<file path="config.mk">
export PLATFORM = sky130hd
export DESIGN_NAME = zacore_mem_arbiter
export DESIGN_NICKNAME = d
export VERILOG_FILES = /design/src/rtl/zacore_mem_arbiter.sv
export SDC_FILE = /design/constraint.sdc
export NUM_CORES = 1
export LEC_CHECK = 0
export BUFFER_PORTS_ARGS = -buffer_cell sky130_fd_sc_hd__buf_2
export CAP_MARGIN = 20
export CELL_PAD_IN_SITES_DETAIL_PLACEMENT = 0
export CELL_PAD_IN_SITES_GLOBAL_PLACEMENT = 1
export CORE_UTILIZATION = 38
export CTS_BUF_LIST = sky130_fd_sc_hd__clkbuf_16
export DETAILED_ROUTE_END_ITERATION = 12
export PLACE_DENSITY_LB_ADDON = 0.3
export SLEW_MARGIN = 10
export SYNTH_ARGS = -nofsm -noshare
export SYNTH_HDL_FRONTEND = slang
export SYNTH_SLANG_ARGS = --single-unit
</file>
<file path="constraint.sdc">
create_clock -name i_clk -period 3.55 [get_ports i_clk]
set_input_delay 0.355 -clock i_clk [delete_from_list [all_inputs] [get_ports i_clk]]
set_output_delay 0.355 -clock i_clk [all_outputs]
set_load 0.05 [all_outputs]
</file>
<file path="src/rtl/zacore_mem_arbiter.sv">
`default_nettype none
// ============================================================================
// Module   : zacore_mem_arbiter
// Brief    : Arbitrates a fetch port and a load/store port onto one memory
//            port, one transaction in flight at a time.
// Revision : 1.0 - initial release
// ============================================================================
module zacore_mem_arbiter #(
    parameter int DATA_WIDTH = 32,
    parameter int ADDR_WIDTH = 32,
    parameter int RR_MODE    = 0
) (
    input  logic                    i_clk,
    input  logic                    i_rst_n,
    // fetch channel
    input  logic                    i_fetch_req,
    input  logic [ADDR_WIDTH-1:0]   i_fetch_addr,
    output logic                    o_fetch_ready,
    output logic                    o_fetch_valid,
    output logic [DATA_WIDTH-1:0]   o_fetch_data,
    // data channel
    input  logic                    i_data_req,
    input  logic                    i_data_we,
    input  logic [ADDR_WIDTH-1:0]   i_data_addr,
    input  logic [DATA_WIDTH-1:0]   i_data_wdata,
    input  logic [DATA_WIDTH/8-1:0] i_data_mask,
    output logic                    o_data_ready,
    output logic                    o_data_valid,
    output logic [DATA_WIDTH-1:0]   o_data_rdata,
    // memory port
    output logic                    o_mem_req,
    output logic                    o_mem_we,
    output logic [ADDR_WIDTH-1:0]   o_mem_addr,
    output logic [DATA_WIDTH-1:0]   o_mem_wdata,
    output logic [DATA_WIDTH/8-1:0] o_mem_mask,
    input  logic                    i_mem_gnt,
    input  logic                    i_mem_rvalid,
    input  logic [DATA_WIDTH-1:0]   i_mem_rdata
);

    localparam int MASK_W = DATA_WIDTH / 8;

    generate
        if (DATA_WIDTH % 8 != 0) begin : g_bad_data_width
            $error("zacore_mem_arbiter: DATA_WIDTH must be a multiple of 8");
        end
    endgenerate

    typedef enum logic [1:0] {
        IDLE = 2'd0,
        REQ  = 2'd1,
        WAIT = 2'd2,
        RESP = 2'd3
    } state_t;

    state_t                r_state;
    state_t                w_state_nxt;
    logic                  r_last_data;   // 1 = data channel was granted last
    logic                  r_owner_data;  // 1 = current transaction belongs to data
    logic                  r_we;
    logic [ADDR_WIDTH-1:0] r_addr;
    logic [DATA_WIDTH-1:0] r_wdata;
    logic [MASK_W-1:0]     r_mask;
    logic [DATA_WIDTH-1:0] r_fetch_data;
    logic [DATA_WIDTH-1:0] r_data_rdata;
    logic                  w_grant_data;
    logic                  w_grant_fetch;
    logic                  w_capture;

    always_comb begin
        w_state_nxt   = r_state;
        w_grant_data  = 1'b0;
        w_grant_fetch = 1'b0;
        w_capture     = 1'b0;
        case (r_state)
            IDLE: begin
                // On a tie, data wins unless round-robin says fetch is due
                if (i_data_req && (!i_fetch_req || (RR_MODE == 0) || !r_last_data)) begin
                    w_grant_data = 1'b1;
                    w_state_nxt  = REQ;
                end else if (i_fetch_req) begin
                    w_grant_fetch = 1'b1;
                    w_state_nxt   = REQ;
                end
            end
            REQ: begin
                if (i_mem_gnt) begin
                    if (r_we) begin
                        w_state_nxt = RESP;
                    end else if (i_mem_rvalid) begin
                        w_capture   = 1'b1;
                        w_state_nxt = RESP;
                    end else begin
                        w_state_nxt = WAIT;
                    end
                end
            end
            WAIT: begin
                if (i_mem_rvalid) begin
                    w_capture   = 1'b1;
                    w_state_nxt = RESP;
                end
            end
            RESP: begin
                w_state_nxt = IDLE;
            end
            default: begin
                w_state_nxt = IDLE;
            end
        endcase
    end

    always_ff @(posedge i_clk or negedge i_rst_n) begin
        if (!i_rst_n) begin
            r_state      <= IDLE;
            r_last_data  <= 1'b0;
            r_owner_data <= 1'b0;
            r_we         <= 1'b0;
            r_addr       <= '0;
            r_wdata      <= '0;
            r_mask       <= '0;
            r_fetch_data <= '0;
            r_data_rdata <= '0;
        end else begin
            r_state <= w_state_nxt;
            if (w_grant_data) begin
                r_last_data  <= 1'b1;
                r_owner_data <= 1'b1;
                r_we         <= i_data_we;
                r_addr       <= i_data_addr;
                r_wdata      <= i_data_wdata;
                r_mask       <= i_data_we ? i_data_mask : '0;
            end else if (w_grant_fetch) begin
                r_last_data  <= 1'b0;
                r_owner_data <= 1'b0;
                r_we         <= 1'b0;
                r_addr       <= i_fetch_addr;
                r_wdata      <= '0;
                r_mask       <= '0;
            end
            if (w_capture) begin
                if (r_owner_data) begin
                    r_data_rdata <= i_mem_rdata;
                end else begin
                    r_fetch_data <= i_mem_rdata;
                end
            end
        end
    end

    // Ready is gated by reset so every output reads 0 while reset is held
    assign o_fetch_ready = w_grant_fetch & i_rst_n;
    assign o_data_ready  = w_grant_data & i_rst_n;
    assign o_fetch_valid = (r_state == RESP) && !r_owner_data;
    assign o_data_valid  = (r_state == RESP) && r_owner_data;
    assign o_fetch_data  = r_fetch_data;
    assign o_data_rdata  = r_data_rdata;
    assign o_mem_req     = (r_state == REQ);
    assign o_mem_we      = (r_state == REQ) && r_we;
    assign o_mem_addr    = r_addr;
    assign o_mem_wdata   = r_wdata;
    assign o_mem_mask    = (r_state == REQ) ? r_mask : '0;

endmodule
`default_nettype wire

</file>
Word-level counts from Yosys, hierarchy flattened
Index checks and enable logic that the tools add are counted.

Register bits: 136. Input bits: 139. Output and inout bits: 138. Word-level logic and storage cells: 53.

Equal/unequal tests: 6. Mux-type cells: 27. Bitwise logic cells: 3. Reductions and logical operators: 9.

Operators with widths (number): 2-to-1 mux 32 bit (4); 2-to-1 mux 4 bit (4); 2-to-1 mux 1 bit (13); 2-to-1 mux 2 bit (4); case mux 2 bit (4 select lines) (1); equality test 2 bit (second input constant) (2); AND reduction 2 bit (2); logical AND 1 bit (3); != test 3 bit (second input constant) (1); AND reduction 3 bit (1); bitwise AND 1 bit (2); equality test 2 x 1 -> 1 bit (second input constant) (1); zero test 2 bit (1); != test 2 x 1 -> 1 bit (second input constant) (1); != test 2 bit (second input constant) (1); case mux 1 bit (2 select lines) (1); nonzero test 2 bit (1); zero test 1 bit (1); NOT 1 bit (1).

Logic depth before layout (Yosys ltp)
Word-level depth: 5. Mapped depth: 7. Mapped depth without buffers: 5.

Worst setup path before layout
OpenSTA, ideal clock, no wires.

Kind: register to output. Start point: reg r_state[0]. End point: out o_fetch_ready. Arrival: 1953 ps. Required time: 3195 ps. Slack: 1242 ps. Cell stages (with the launch flop): 5. Buffers on the path: 0. Cell sequence: dfrtp_1 inv_1 ha_1 nand2_1 nor3b_1.

Longest elaborated chain between the ends: 3.

Ends and longest elaborated chain: start: declaration (RTL line 56) `state_t r_state;`; start signal: assignment (RTL line 125) `r_state <= w_state_nxt;`; zero test 2 bit (RTL line 75) `case (r_state)`; 2-to-1 mux 1 bit (RTL line 75); bitwise AND 1 bit (RTL line 152) `assign o_fetch_ready = w_grant_fetch & i_rst_n;`; end: declaration (RTL line 18) `output logic o_fetch_ready,`.

Every way passes these cells.

Final worst setup path
Same ends and word-level chain as after synthesis.

==> impl_metrics.json <==
{
  "outcome": "complete, no violations",
  "fmaxAchievable_mhz": 442,
  "end_kind": "output port",
  "synth.distinct_cells": 31,
  "setup.worst_path.class": "reg -> out",
  "vias": 4134,
  "fin_crit_sh_pct": 63.8,
  "worstHoldStart": "i_data_wdata[25]",
  "syn-num-nets": 535,
  "layout_commonest_cell": "buf_2",
  "start_util_pct": 38.8,
  "grt_pass1_vias": 4162,
  "crit-reg2reg-launch": "r_state[0]$_DFFE_PN0P_",
  "hold_class": "in -> reg",
  "ios": 277,
  "cts_resized": 0,
  "cts.reportedPaths.clkPinSlew_ns": 0.06,
  "whs_ns": 0.165,
  "area_delta_synth_final_pct": 37.4,
  "min_to": "o_mem_wdata[25]$_DFFE_PN0P_",
  "leakage_nw": 4.10,
  "grt_max_degree": 71,
  "mostFrequentLayoutCells": "buf_2 (275), dfrtp_1 (136), nand2_1 (34)",
  "path_cells": "inv_1 > ha_1 > nand2_1 > nor3b_1 > buf_2",
  "antenna_found_initial": 1,
  "dieArea_mm2": 0.0153,
  "reg2reg_slack_ns": 1.30,
  "cp_slowest_cell": "dfrtp_1",
  "rows": 44,
  "fin_ws_ns": 1.29,
  "path_max_fanout": 6,
  "ys_seq_elements": 136,
  "htreeDepth": 4,
  "min_period_ns": 2.26,
  "reg2reg_depth": 5,
  "wirelength_um": 13500,
  "tightest_slew_ns": 0.972,
  "numClockSinks": 136,
  "ir_drop_uv": 498,
  "drt-pass1-iter-count": 4,
  "cts_made_buffers": 17,
  "drive_above_1_share_pct": 55.7,
  "nets": 812,
  "drt_iter0_markers": 132,
  "syn_area_mm2": 0.00562,
  "insertedDiodeCount": 0,
  "final_util_pct": 53.3,
  "final-hold-violation-count": 0,
  "hold_path_depth": 2,
  "maxCapViolCount": 0,
  "critical_path_arrival_ns": 1.91,
  "viasPerCell": 4.78,
  "worst_ep_required_time_ns": 3.19,
  "fin_skew_ns": 0.00892,
  "coreArea_mm2": 0.0145,
  "clk_path_buf_depth": 2,
  "insertion_delay_ns": 0.41,
  "rsz0062_at_grt": "no",
  "dp_slack_ns": 1.27,
  "netlist_instances": 392,
  "fillers": 1295,
  "slew_headroom_pct": 35.2,
  "finalSetupViolations": 0,
  "wire_per_inst_um": 15.7,
  "post_cts_buffers": 0,
  "setup_tns_ns": 0,
  "hpwlAfterDp_um": 9580,
  "grt_usage_pct": 18.1,
  "finalMaxSlewViolations": 0,
  "avgSynthCellArea_um2": 14.3,
  "overflow": 0,
  "gp_congestion": 0.725,
  "die_x_um": 124,
  "synth_seq_area_share_pct": 60.6,
  "numPortBuffers": 276,
  "critPathLaunchType": "flop",
  "drc": 0,
  "worst_r2r_endpoint": "o_mem_addr[25]$_DFFE_PN0P_",
  "critPathMaxStageDelay_ns": 0.44,
  "multi_input_area_mm2": 0.00204,
  "die_y_um": 124,
  "seqCellArea_mm2": 0.00340,
  "ys_warn_count": 0,
  "cts_root_buffer": "clkbuf_16",
  "ant_nets": 0,
  "grt_pass1_wl_um": 20700,
  "power.density_mw_per_mm2": 1210,
  "cts_tree": "yes"
}
layer usage:
| metal | routed length [um] | GRT usage, % | share of wire (%) |
|---|---|---|---|
| met1 | 5630 | 21.0 | 42 |
| met2 | 6430 | 29.3 | 48 |
| met3 | 1240 | 7.52 | 9.1 |
| met4 | 224 | 7.76 | 1.7 |
| met5 | 13 | 0 | 0.096 |
synth_stat cells (all sizes together):
master    n  area share (%)
dfrtp   136              61
mux2     65              15
nand2    34             2.3
o21ai    34             3.0
a22o     33             5.1
mux2i    32             5.7
clkbuf   14            0.94
buf      11             2.1
and2      7            0.89
inv       5            0.33
a32o      4            0.71
ha        4            0.89
a211o     1            0.31
a211oi    1            0.36
a21o      1            0.13
a41oi     1            0.16
and3      1            0.11
nand2b    1            0.11
nand3b    1            0.36
nor2      1           0.067
nor2b     1            0.11
nor3b     1            0.13
o22a      1            0.16
o311a     1            0.18
or2b      1            0.13
sequential cells by signal, indices dropped and copies added, names as in the netlist:
| register | cells |
|---|---|
| r_owner_data | 1 |
| o_data_rdata | 32 |
| o_fetch_data | 32 |
| r_mask | 4 |
| o_mem_addr | 32 |
| r_state | 2 |
| o_mem_wdata | 32 |
| r_we | 1 |
where the power goes:
| part | total (W) | switching (W) | internal [W] |
|---|---|---|---|
| Combinational | 0.00492 | 0.00351 | 0.00140 |
| Clock | 0.00171 | 0.000626 | 0.00108 |
| Sequential | 0.00268 | 0.000392 | 0.00229 |
| Total | 0.00930 | 0.00453 | 0.00477 |
layout make-up:
type	instances	share of cell area, %
Inverter	5	0.243
Clock buffer	17	5.51
Clock inverter	13	1.83
Tap cell	184	2.98
Timing Repair Buffer	283	19.0
Sequential cell	136	44.1
Multi-Input combinational cell	226	26.4
worst max-delay path: cells and delay by family (launching register included):
family / cells / cell delay [ns]
simple gates: 2 / 0.36
fa+ha+maj: 1 / 0.30
flops: 1 / 0.44
buf+inv: 2 / 0.41
metrics by stage:
| stage | std cells | power, W | instance area, um^2 |
|---|---|---|---|
| after floorplan | 392 | 0.00649 | 5620 |
| after global placement | 832 | 0.00753 | 7110 |
| after detailed placement | 832 | 0.00762 | 7110 |
| after CTS | 863 | 0.00938 | 7690 |
| after global routing | 864 | 0.00980 | 7720 |
| final | 864 | 0.00930 | 7720 |
what timing repair did:
item                                    CTS  global route
hold buffers                              1             0
endpoints found under the hold margin    57             0
endpoints found under the setup margin    0             0
how the worst max path moves through the flow:
stage / end / startpoint / depth (start not counted) / slack, ns
finish: o_fetch_ready / r_state[0]$_DFFE_PN0P_ / 5 / 1.29
global route: o_mem_addr[15]$_DFFE_PN0P_ / r_state[0]$_DFFE_PN0P_ / 5 / 1.09
CTS: o_fetch_ready / r_state[0]$_DFFE_PN0P_ / 5 / 1.23
detailed placement: o_mem_addr[18]$_DFFE_PN0P_ / r_state[0]$_DFFE_PN0P_ / 5 / 1.27
global placement: o_mem_addr[25]$_DFFE_PN0P_ / r_state[0]$_DFFE_PN0P_ / 5 / 1.40
floorplan: o_fetch_ready / r_state[0]$_DFFE_PN0P_ / 4 / 1.24
logic make-up (layout without fill, tap and decap cells):
logic type / Yosys count / count (layout) / synth area share (%)
AOI/OAI and AO/OA: 77 / 77 / 10.2
muxes: 97 / 97 / 20.7
and+or+nand+nor: 48 / 48 / 4.19
buffers and inverters: 30 / 318 / 3.39
adders and majority gates: 4 / 4 / 0.891
DFF: 136 / 136 / 60.6
(Power assumes the default switching activity.)
